File: src/rtl/toggle_event_rx.sv
// ============================================================================
// Module   : toggle_event_rx
// Purpose  : Receive side of a toggle-encoded event link. Synchronizes tog_in,
//            queues each level change as a pending event, and hands events out
//            over valid/ready, toggling ack_tog once per consumed event.
// Options  : `TOGGLE_EVENT_RX_ERR_CLR_EN adds err_clr to clear the sticky
//            overflow flag.
// Revision : 1.0 - initial release
// ============================================================================
`default_nettype none

module toggle_event_rx #(
    parameter int SYNC_STAGES = 2,
    parameter int CNT_W       = 4
) (
    input  logic             clk,
    input  logic             reset,
    input  logic             tog_in,
    input  logic             ev_ready,
`ifdef TOGGLE_EVENT_RX_ERR_CLR_EN
    input  logic             err_clr,
`endif
    output logic             ev_valid,
    output logic             ack_tog,
    output logic [CNT_W-1:0] pending,
    output logic             overflow
);

    localparam logic [0:0]       C_ST_INIT   = 1'b0;
    localparam logic [0:0]       C_ST_RUN    = 1'b1;
    localparam logic [2:0]       C_INIT_LAST = 3'(SYNC_STAGES);
    localparam logic [CNT_W-1:0] C_MAX       = '1;
    localparam logic [CNT_W-1:0] C_ONE       = CNT_W'(1);

    logic [SYNC_STAGES-1:0] sync_q;
    logic                   hist_q;
    logic                   edge_q,    edge_d;
    logic [0:0]             state_q,   state_d;
    logic [2:0]             init_cnt_q, init_cnt_d;
    logic [CNT_W-1:0]       pending_q, pending_d;
    logic                   valid_q,   valid_d;
    logic                   ack_q,     ack_d;
    logic                   ovf_q,     ovf_d;

    logic w_s;
    logic w_consume;
    logic w_ovf_set;
    logic w_ovf_clr;

    assign w_s       = sync_q[SYNC_STAGES-1];
    assign w_consume = valid_q & ev_ready;

`ifdef TOGGLE_EVENT_RX_ERR_CLR_EN
    assign w_ovf_clr = err_clr;
`else
    assign w_ovf_clr = 1'b0;
`endif

    always_comb begin
        state_d    = state_q;
        init_cnt_d = init_cnt_q;
        pending_d  = pending_q;
        w_ovf_set  = 1'b0;

        // History keeps following s during INIT so a high line at release is not an event
        if (state_q == C_ST_INIT) begin
            init_cnt_d = init_cnt_q + 3'd1;
            if (init_cnt_q == C_INIT_LAST) begin
                state_d = C_ST_RUN;
            end
        end
        edge_d = (state_q == C_ST_RUN) & (w_s ^ hist_q);

        case ({edge_q, w_consume})
            2'b10: begin
                if (pending_q == C_MAX) begin
                    w_ovf_set = 1'b1;
                end else begin
                    pending_d = pending_q + C_ONE;
                end
            end
            2'b01:   pending_d = pending_q - C_ONE;
            default: pending_d = pending_q;
        endcase

        valid_d = (pending_d != '0);
        ack_d   = ack_q ^ w_consume;
        // Set has priority over clear
        ovf_d   = w_ovf_set | (ovf_q & ~w_ovf_clr);
    end

    always_ff @(posedge clk) begin
        if (reset) begin
            sync_q     <= '0;
            hist_q     <= 1'b0;
            edge_q     <= 1'b0;
            state_q    <= C_ST_INIT;
            init_cnt_q <= 3'd0;
            pending_q  <= '0;
            valid_q    <= 1'b0;
            ack_q      <= 1'b0;
            ovf_q      <= 1'b0;
        end else begin
            sync_q     <= {sync_q[SYNC_STAGES-2:0], tog_in};
            hist_q     <= w_s;
            edge_q     <= edge_d;
            state_q    <= state_d;
            init_cnt_q <= init_cnt_d;
            pending_q  <= pending_d;
            valid_q    <= valid_d;
            ack_q      <= ack_d;
            ovf_q      <= ovf_d;
        end
    end

    assign ev_valid = valid_q;
    assign ack_tog  = ack_q;
    assign pending  = pending_q;
    assign overflow = ovf_q;

endmodule

`default_nettype wire
File: config.mk
export PLATFORM = sky130hd
export DESIGN_NAME = toggle_event_rx
export DESIGN_NICKNAME = d
export VERILOG_FILES = /design/src/rtl/toggle_event_rx.sv
export SDC_FILE = /design/constraint.sdc
export NUM_CORES = 1
export LEC_CHECK = 0
export BUFFER_PORTS_ARGS = -buffer_cell sky130_fd_sc_hd__buf_2
export CORE_UTILIZATION = 54
export CTS_BUF_LIST = sky130_fd_sc_hd__clkbuf_4
export CTS_CLUSTER_DIAMETER = 200
export DETAILED_ROUTE_END_ITERATION = 12
export GPL_TIMING_DRIVEN = 0
export HOLD_SLACK_MARGIN = 0.05
export PLACE_DENSITY = 0.76
export SLEW_MARGIN = 15
export SYNTH_ARGS = -nofsm -noshare
export SYNTH_HDL_FRONTEND = slang
export SYNTH_SLANG_ARGS = --single-unit
export TNS_END_PERCENT = 10
File: constraint.sdc
create_clock -name clk -period 2.1 [get_ports clk]
set_clock_uncertainty 0.1 [all_clocks]
set_input_delay 0.315 -clock clk [delete_from_list [all_inputs] [get_ports clk]]
set_output_delay 0.315 -clock clk [all_outputs]
set_load 0.01 [all_outputs]
==> summary.md, run 1 <==
| Metric | Value |
|---|---|
| Cells along the critical path | nand2_1 > inv_1 > ha_1 > a41o_1 > nand2_1 > o31ai_1 > o21bai_1 > or3b_1 |
| WHS | 144 ps |
| Final #Nets | 106 |
| Synthesized Nets | 91 |
| # fillers | 98 |
| Top cells by area in the synthesized netlist | sky130_fd_sc_hd__dfxtp_1, sky130_fd_sc_hd__ha_1, sky130_fd_sc_hd__nor2b_1 |
| Arrival time at the worst endpoint | 1980 ps |
| Cell with the largest stage delay on the worst path | sky130_fd_sc_hd__ha_1 |
| Cell mode on critical path | sky130_fd_sc_hd__nand2_1 |
| Number of antenna violations at the first check in global routing | 0 |
| Global placement routability congestion | 0.831 |
| Area of the die | 1500 µm² |
| Shortest clock period the worst path allows after layout | 1920 ps |
| Part of the total power dissipated in the clock network | 27.0% |
| Max transition margin | 71.6% |
| Share of Yosys cell area claimed by the top area cell type | 41.2% |
| Vias per std cell | 5.35 |
| Run status | finished clean |
| Clock buffer count from CTS | 3 |
| CP peak stage delay | 350 ps |
| Total setup violations reported at the end of the flow | 0 |
| Final slew viol count | 0 |
| # hold bufs at CTS | 0 |
| Number of cells produced by synthesis | 81 |
| Final period util | 91.3% |
| Clock-pin slew of the registers on the worst-case setup and hold paths | 90 ps |
| Maximum buffer depth of the clock tree | 2 |
| Count of warnings emitted by yosys | 0 |
| Leftover overflow at the end of global routing | 0 |
| Hold Vio Cnt, Final | 0 |
| P&R area growth vs syn | 13.1% |
| Static power due to leakage | 0.379 nW |
| Post_cts resized | 0 |
| Maximum fanout encountered on the critical timing path | 6 |
| Netlist area before placement | 728 µm² |
| Worst-margin pin slew | 425 ps |
| Avg Inst Size Synth | 8.99 µm² |
| Commonest non-fill, non-tap cells in the layout | sky130_fd_sc_hd__dfxtp_1, sky130_fd_sc_hd__buf_2, sky130_fd_sc_hd__nor2_1 |
| CP endpoint kind | register |
| First-pass DRT Iterations | 4 |
| Data required, critical path | 2160 ps |
| Io pins | 11 |
| WL per Instance | 11.5 µm |
| Maximum number of pins on one net before global-route repair | 11 |
| Most common library cell in the layout ignoring fill and taps | sky130_fd_sc_hd__dfxtp_1 |
| X dimension of the die | 38.7 µm |
| Initial core utilization | 61.4% |
| Worst hold path type | in -> reg |
| Fraction of layout cells with a size suffix above 1 | 17.9% |
| Net load switching power | 0.167 mW |
| Chip height | 38.7 µm |
| Floorplan Core Area | 1190 µm² |
| Post-synth cell types | 28 |
| Post-detail-place hpwl | 896 µm |
| Fmax | 521 MHz |
| Number of buffers inserted by port buffering | 10 |
| Drt drc | 0 |
| Peak supply drop | 0.538 mV |
| Number of H-tree levels | 1 |
| Buffers inserted during post-CTS setup optimization | 0 |
| Clock tree from TritonCTS | yes |
| CTS root buffer | sky130_fd_sc_hd__clkbuf_4 |
| Number of global-route vias before repair | 517 |
| Standard-cell row count | 12 |
| Max Cap Viol | 0 |
| Min setup slack post-route | 182 ps |
| Setup repair after global routing missed its margin | false |
| Number of nets with antenna violations after detailed routing | 0 |
| Internal power summed over all cells | 0.436 mW |
| Wire length after detailed routing | 1.26 mm |
| Total inserted antenna cells | 0 |
| Total negative slack | 0 ps |
| Via count of the routed design | 583 |
| CP startpoint kind | register |
| Post-synthesis register bit count | 15 |
| Area of combinational cells with multiple inputs | 379 µm² |
| Post-place setup slack | 59.4 ps |
| DRC violation total after the first TritonRoute iteration | 7 |
| Power per cell area | 732 nW/µm² |
| Type of the worst setup path | reg -> reg |
| Fraction of the yosys area taken by sequential cells | 41.2% |
| Overall Global Routing Usage | 21.2% |
| Share of total power consumed by net switching | 27.8% |
| Number of sinks driven by the clock tree | 15 |
| First-pass GRT wire length | 2.18 mm |
| Source-to-sink clock delay at the later pin of the worst-skew pair | 270 ps |
| Post-synthesis cell type with the largest combined area | sky130_fd_sc_hd__dfxtp_1 |
| Area used by sequential logic in the layout | 300 µm² |
| Sequential fraction of design power | 57.7% |
| Fraction of power consumed by combinational cells | 15.3% |
layout make-up:
class	instances	share of cell area [%]
tap	14	2.13
timing repair buffer	10	6.08
inverter	7	3.19
sequential	15	36.5
clock inverter	1	0.608
clock buffer	3	2.74
buffer	3	2.74
multi-input combinational	56	46.0
metrics by stage:
stage	std cells	instance area [µm²]	utilization, %	power [mW]
floorplan	81	728	-	0.424
global placement	105	796	67.1	0.440
detailed placement	105	796	67.1	0.444
CTS	109	823	69.4	0.611
global route	109	823	69.4	0.642
finish	109	823	69.4	0.603
critical path: cells and delay by family, from the launching register on:
family	cells	cell delay [ps]
simple gates	3	540
compound gates	3	450
fa+ha+maj	1	350
flops	1	310
buf+inv	1	60
synth_stat cells (all sizes together):
cell and n:
o221ai 1, o21ai 1, or3b 1, inv 7
a41o 1, xnor2 2, nand2 7, o211ai 2
nor3 1, a2111oi 1, xor2 3, a21oi 3
o31ai 1, buf 2, o21bai 3, nand3 2
a31oi 1, nor2b 7, and3 1, ha 6
nand3b 1, nor3b 1, dfxtp 15, a41oi 1
clkbuf 1, nor2 9
power by group through the flow:
stage                     registers (mW)  logic (mW)  clock network [mW]
after global placement             0.352      0.0878                   0
after detailed placement           0.354      0.0906                   0
final                              0.348      0.0921               0.163
after global routing               0.351       0.108               0.183
after floorplan                    0.348      0.0762                   0
after CTS                          0.348      0.0945               0.168
cells by family after synthesis:
| family | Yosys count | synth area share (%) |
|---|---|---|
| AO/OA/AOI/OAI | 15 | 15.3 |
| buffers and inverters | 10 | 6.70 |
| flip-flops | 15 | 41.2 |
| adder cells (fa/ha/maj) | 6 | 10.3 |
| AND/OR/NAND/NOR | 30 | 20.4 |
| XOR/XNOR | 5 | 6.01 |
metal layers:
| metal | wire (µm) | part of all wire (%) | vias to the layer above | GRT usage (%) |
|---|---|---|---|---|
| li1 | - | - | 301 | - |
| met1 | 616 | 49 | 254 | 27.9 |
| met2 | 559 | 44 | 26 | 32.9 |
| met3 | 71 | 5.6 | 2 | 3.47 |
| met4 | 10 | 0.80 | 0 | 10.3 |
| met5 | 0 | 0 | - | 0 |
path summary, 6_finish.rpt:
path / from / endpoint / slack (ps) / cells past startpoint
hold reg to reg: sync_q[0]$_SDFF_PP0_ / sync_q[1]$_SDFF_PP0_ / 350 / 1
setup / recovery: ev_valid$_SDFF_PP0_ / ev_valid$_SDFF_PP0_ / 180 / 8
hold / removal: tog_in / sync_q[0]$_SDFF_PP0_ / 140 / 2
setup reg to reg: ev_valid$_SDFF_PP0_ / ev_valid$_SDFF_PP0_ / 180 / 8
flip-flops by register name, summed over array words and instances (netlist names):
| register | flops |
|---|---|
| overflow | 1 |
| state_q | 1 |
| init_cnt_q | 3 |
| hist_q | 1 |
| ack_tog | 1 |
| edge_q | 1 |
| sync_q | 2 |
| ev_valid | 1 |
| pending | 4 |
(Power assumes the default switching activity.)
==> run 2, diff against run 1 <==
--- a/config.mk
+++ b/config.mk
@@ -6,13 +6,13 @@
 export NUM_CORES = 1
 export LEC_CHECK = 0
 export BUFFER_PORTS_ARGS = -buffer_cell sky130_fd_sc_hd__buf_2
-export CORE_UTILIZATION = 54
+export CORE_UTILIZATION = 50
 export CTS_BUF_LIST = sky130_fd_sc_hd__clkbuf_4
 export CTS_CLUSTER_DIAMETER = 200
 export DETAILED_ROUTE_END_ITERATION = 12
 export GPL_TIMING_DRIVEN = 0
 export HOLD_SLACK_MARGIN = 0.05
-export PLACE_DENSITY = 0.76
+export PLACE_DENSITY = 0.71
 export SLEW_MARGIN = 15
 export SYNTH_ARGS = -nofsm -noshare
 export SYNTH_HDL_FRONTEND = slang
==> run 2 against run 1 <==
- hold slack improved by 8.7 ps
- cell count increased by 0.92%
- sequential cell count unchanged
- via count decreased by 1.5%
- clock power increased by 4%
- sequential share of layout area decreased by 0.17 points
- final area increased by 0.46%
- power increased by 0.74%
- critical path depth unchanged
- utilization decreased by 7.4 points
- first-iteration DRC count unchanged
- combinational power decreased by 2.5%
- highest routed layer unchanged
==> summary.md, run 2 (synthesized netlist as in run 1, its figures left out) <==
| Metric | Value |
|---|---|
| Chip height | 40.2 µm (+3.7%) |
| Top Usage Layer GRT | met2 |
| Fraction of layout cells with a size suffix above 1 | 17.9% (unchanged) |
| Number of buffers inserted by port buffering | 10 (unchanged) |
| Peak supply drop | 0.535 mV (-0.56%) |
| Number of antenna violations at the first check in global routing | 0 (unchanged) |
| Met3 Resource Use GR | 6.67% (+3.2 points) |
| Arrival time at the worst endpoint | 1970 ps (about the same) |
| Start point of the critical path | ev_valid$_SDFF_PP0_ |
| Worst Reg-to-Reg Cells | 8 (unchanged) |
| Clock tree from TritonCTS | yes |
| Worst hold path type | in -> reg |
| Initial core utilization | 54.6% (-6.8 points) |
| Most common library cell in the layout ignoring fill and taps | sky130_fd_sc_hd__dfxtp_1 |
| Maximum buffer depth of the clock tree | 2 (unchanged) |
| Number of H-tree levels | 1 (unchanged) |
| Flip-flop count of the largest register, all copies and words added | 4 (unchanged) |
| Number of sinks driven by the clock tree | 15 (unchanged) |
| X dimension of the die | 40.2 µm (+3.7%) |
| Leftover overflow at the end of global routing | 0 (unchanged) |
| Total setup violations reported at the end of the flow | 0 (unchanged) |
| Launch instance of the worst register-to-register path | ev_valid$_SDFF_PP0_ |
| Max transition margin | 69.3% (-2.4 points) |
| Min setup slack post-route | 193 ps (+10.5 ps) |
| Total negative slack | 0 ps (unchanged) |
| Io pins | 11 (unchanged) |
| Vias per std cell | 5.22 (-2.4%) |
| First-pass GRT wire length | 1.82 mm (-16%) |
| Via count of the routed design | 574 (-1.5%) |
| Maximum fanout encountered on the critical timing path | 6 (unchanged) |
| Number of global-route vias before repair | 454 (-12%) |
| # hold bufs at CTS | 0 (unchanged) |
| Commonest non-fill, non-tap cells in the layout | sky130_fd_sc_hd__dfxtp_1, sky130_fd_sc_hd__buf_2, sky130_fd_sc_hd__nor2_1 |
| Wire length after detailed routing | 1.25 mm (-0.48%) |
| Standard-cell row count | 13 (+1) |
| Run status | finished clean |
| # fillers | 128 (+31%) |
| CTS root buffer | sky130_fd_sc_hd__clkbuf_4 |
| Worst-margin pin slew | 461 ps (+35.6 ps) |
| P&R area growth vs syn | 13.6% |
| Shortest clock period the worst path allows after layout | 1910 ps (-10.5 ps) |
| Number of nets with antenna violations after detailed routing | 0 (unchanged) |
| Type of the worst setup path | reg -> reg |
| Total inserted antenna cells | 0 (unchanged) |
| Source-to-sink clock delay at the later pin of the worst-skew pair | 270 ps (about the same) |
| DRC violation total after the first TritonRoute iteration | 7 (unchanged) |
| First-pass DRT Iterations | 4 (unchanged) |
| Buffers inserted during post-CTS setup optimization | 0 (unchanged) |
| Fmax | 524 MHz (+0.55%) |
| WL per Instance | 11.4 µm (-1.4%) |
| Area of the die | 1610 µm² (+7.6%) |
| Final period util | 90.8% (-0.50 points) |
| CP endpoint kind | register |
| Overall Global Routing Usage | 17.6% (-3.6 points) |
| Setup repair after global routing missed its margin | false |
| Floorplan Core Area | 1330 µm² (+12%) |
| Maximum number of pins on one net before global-route repair | 11 (unchanged) |
| Drt drc | 0 (unchanged) |
| Setup slack, reg-to-reg | 190 ps (about the same) |
| Clock-pin slew of the registers on the worst-case setup and hold paths | 80 ps (about the same) |
| Met1 Resource Use GR | 20.2% (-7.7 points) |
| Endpoint of the worst setup timing path | ev_valid$_SDFF_PP0_ |
| Met2 track demand over resource in global routing | 28.6% (-4.3 points) |
| Final #Nets | 106 (unchanged) |
| Post-detail-place hpwl | 913 µm (+1.9%) |
| Hold Vio Cnt, Final | 0 (unchanged) |
| Final core utilization | 62.0% (-7.4 points) |
| Static power due to leakage | 0.380 nW (+0.18%) |
| Post_cts resized | 0 (unchanged) |
| Max Cap Viol | 0 (unchanged) |
| Data required, critical path | 2160 ps (about the same) |
| Clock buffer count from CTS | 3 (unchanged) |
| Final slew viol count | 0 (unchanged) |
| Capturing point of the worst reg2reg path | ev_valid$_SDFF_PP0_ |
| Global placement routability congestion | 0.865 (+4.2%) |
| CP startpoint kind | register |
| Power per cell area | 734 nW/µm² (+0.28%) |
| Post-place setup slack | 87.1 ps (+27.7 ps) |
run 2: changes by cell type in the layout (fill, tap and decap cells not counted):
| cell | change |
|---|---|
| sky130_fd_sc_hd__clkbuf_4 | +1 |
| sky130_fd_sc_hd__clkinv_2 | -1 |
run 2: routing by layer:
metal	part of all wire, %	vias up
met5	0	-
met4	0.96	0
met3	5.4	2
met2	44	20
met1	50	250
li1	-	302
run 2: worst max-delay path, cell delays in order, from the launching register on:
cell,delay [ps]
sky130_fd_sc_hd__dfxtp_1,310
sky130_fd_sc_hd__nand2_1,120
sky130_fd_sc_hd__inv_1,60
sky130_fd_sc_hd__ha_1,360
sky130_fd_sc_hd__inv_1,90
sky130_fd_sc_hd__o211ai_1,90
sky130_fd_sc_hd__o221ai_1,170
sky130_fd_sc_hd__o21bai_1,150
sky130_fd_sc_hd__or3b_1,350
run 2: where the power goes:
part	switching (mW)	internal, mW	leakage [nW]
sequential	0.0315	0.317	0.122
clock	0.0823	0.0865	0.0184
combinational	0.0434	0.0464	0.239
run 2: layout make-up:
| class | instances | area (µm²) | share of cell area (%) |
|---|---|---|---|
| multi-input cells | 56 | 379 | 45.8 |
| flip-flops and latches | 15 | 300 | 36.3 |
| repair buffers | 10 | 50.0 | 6.05 |
| clock buffers | 4 | 30.0 | 3.63 |
| inverters | 7 | 26.3 | 3.18 |
| plain buffers | 3 | 22.5 | 2.72 |
| well taps | 15 | 18.8 | 2.27 |
run 2: worst min-delay path by stage:
stage               slack (ps)              endpoint                  from  cells past startpoint
global route               150  sync_q[0]$_SDFF_PP0_                tog_in                      2
CTS                        150  sync_q[0]$_SDFF_PP0_                tog_in                      2
global placement           320  sync_q[1]$_SDFF_PP0_  sync_q[0]$_SDFF_PP0_                      1
detailed placement         340  sync_q[1]$_SDFF_PP0_  sync_q[0]$_SDFF_PP0_                      1
floorplan                  290     hist_q$_SDFF_PP0_                 reset                      1
finish                     150  sync_q[0]$_SDFF_PP0_                tog_in                      2
run 2: stage by stage:
stage	instances	instance area [µm²]	hold WS (ps)	total power, mW
2_1_floorplan	81	728	287	0.424
3_3_place_gp	106	797	322	0.440
3_5_place_dp	106	797	336	0.444
4_1_cts	110	827	152	0.615
5_1_grt	110	827	148	0.650
6_report	110	827	153	0.607
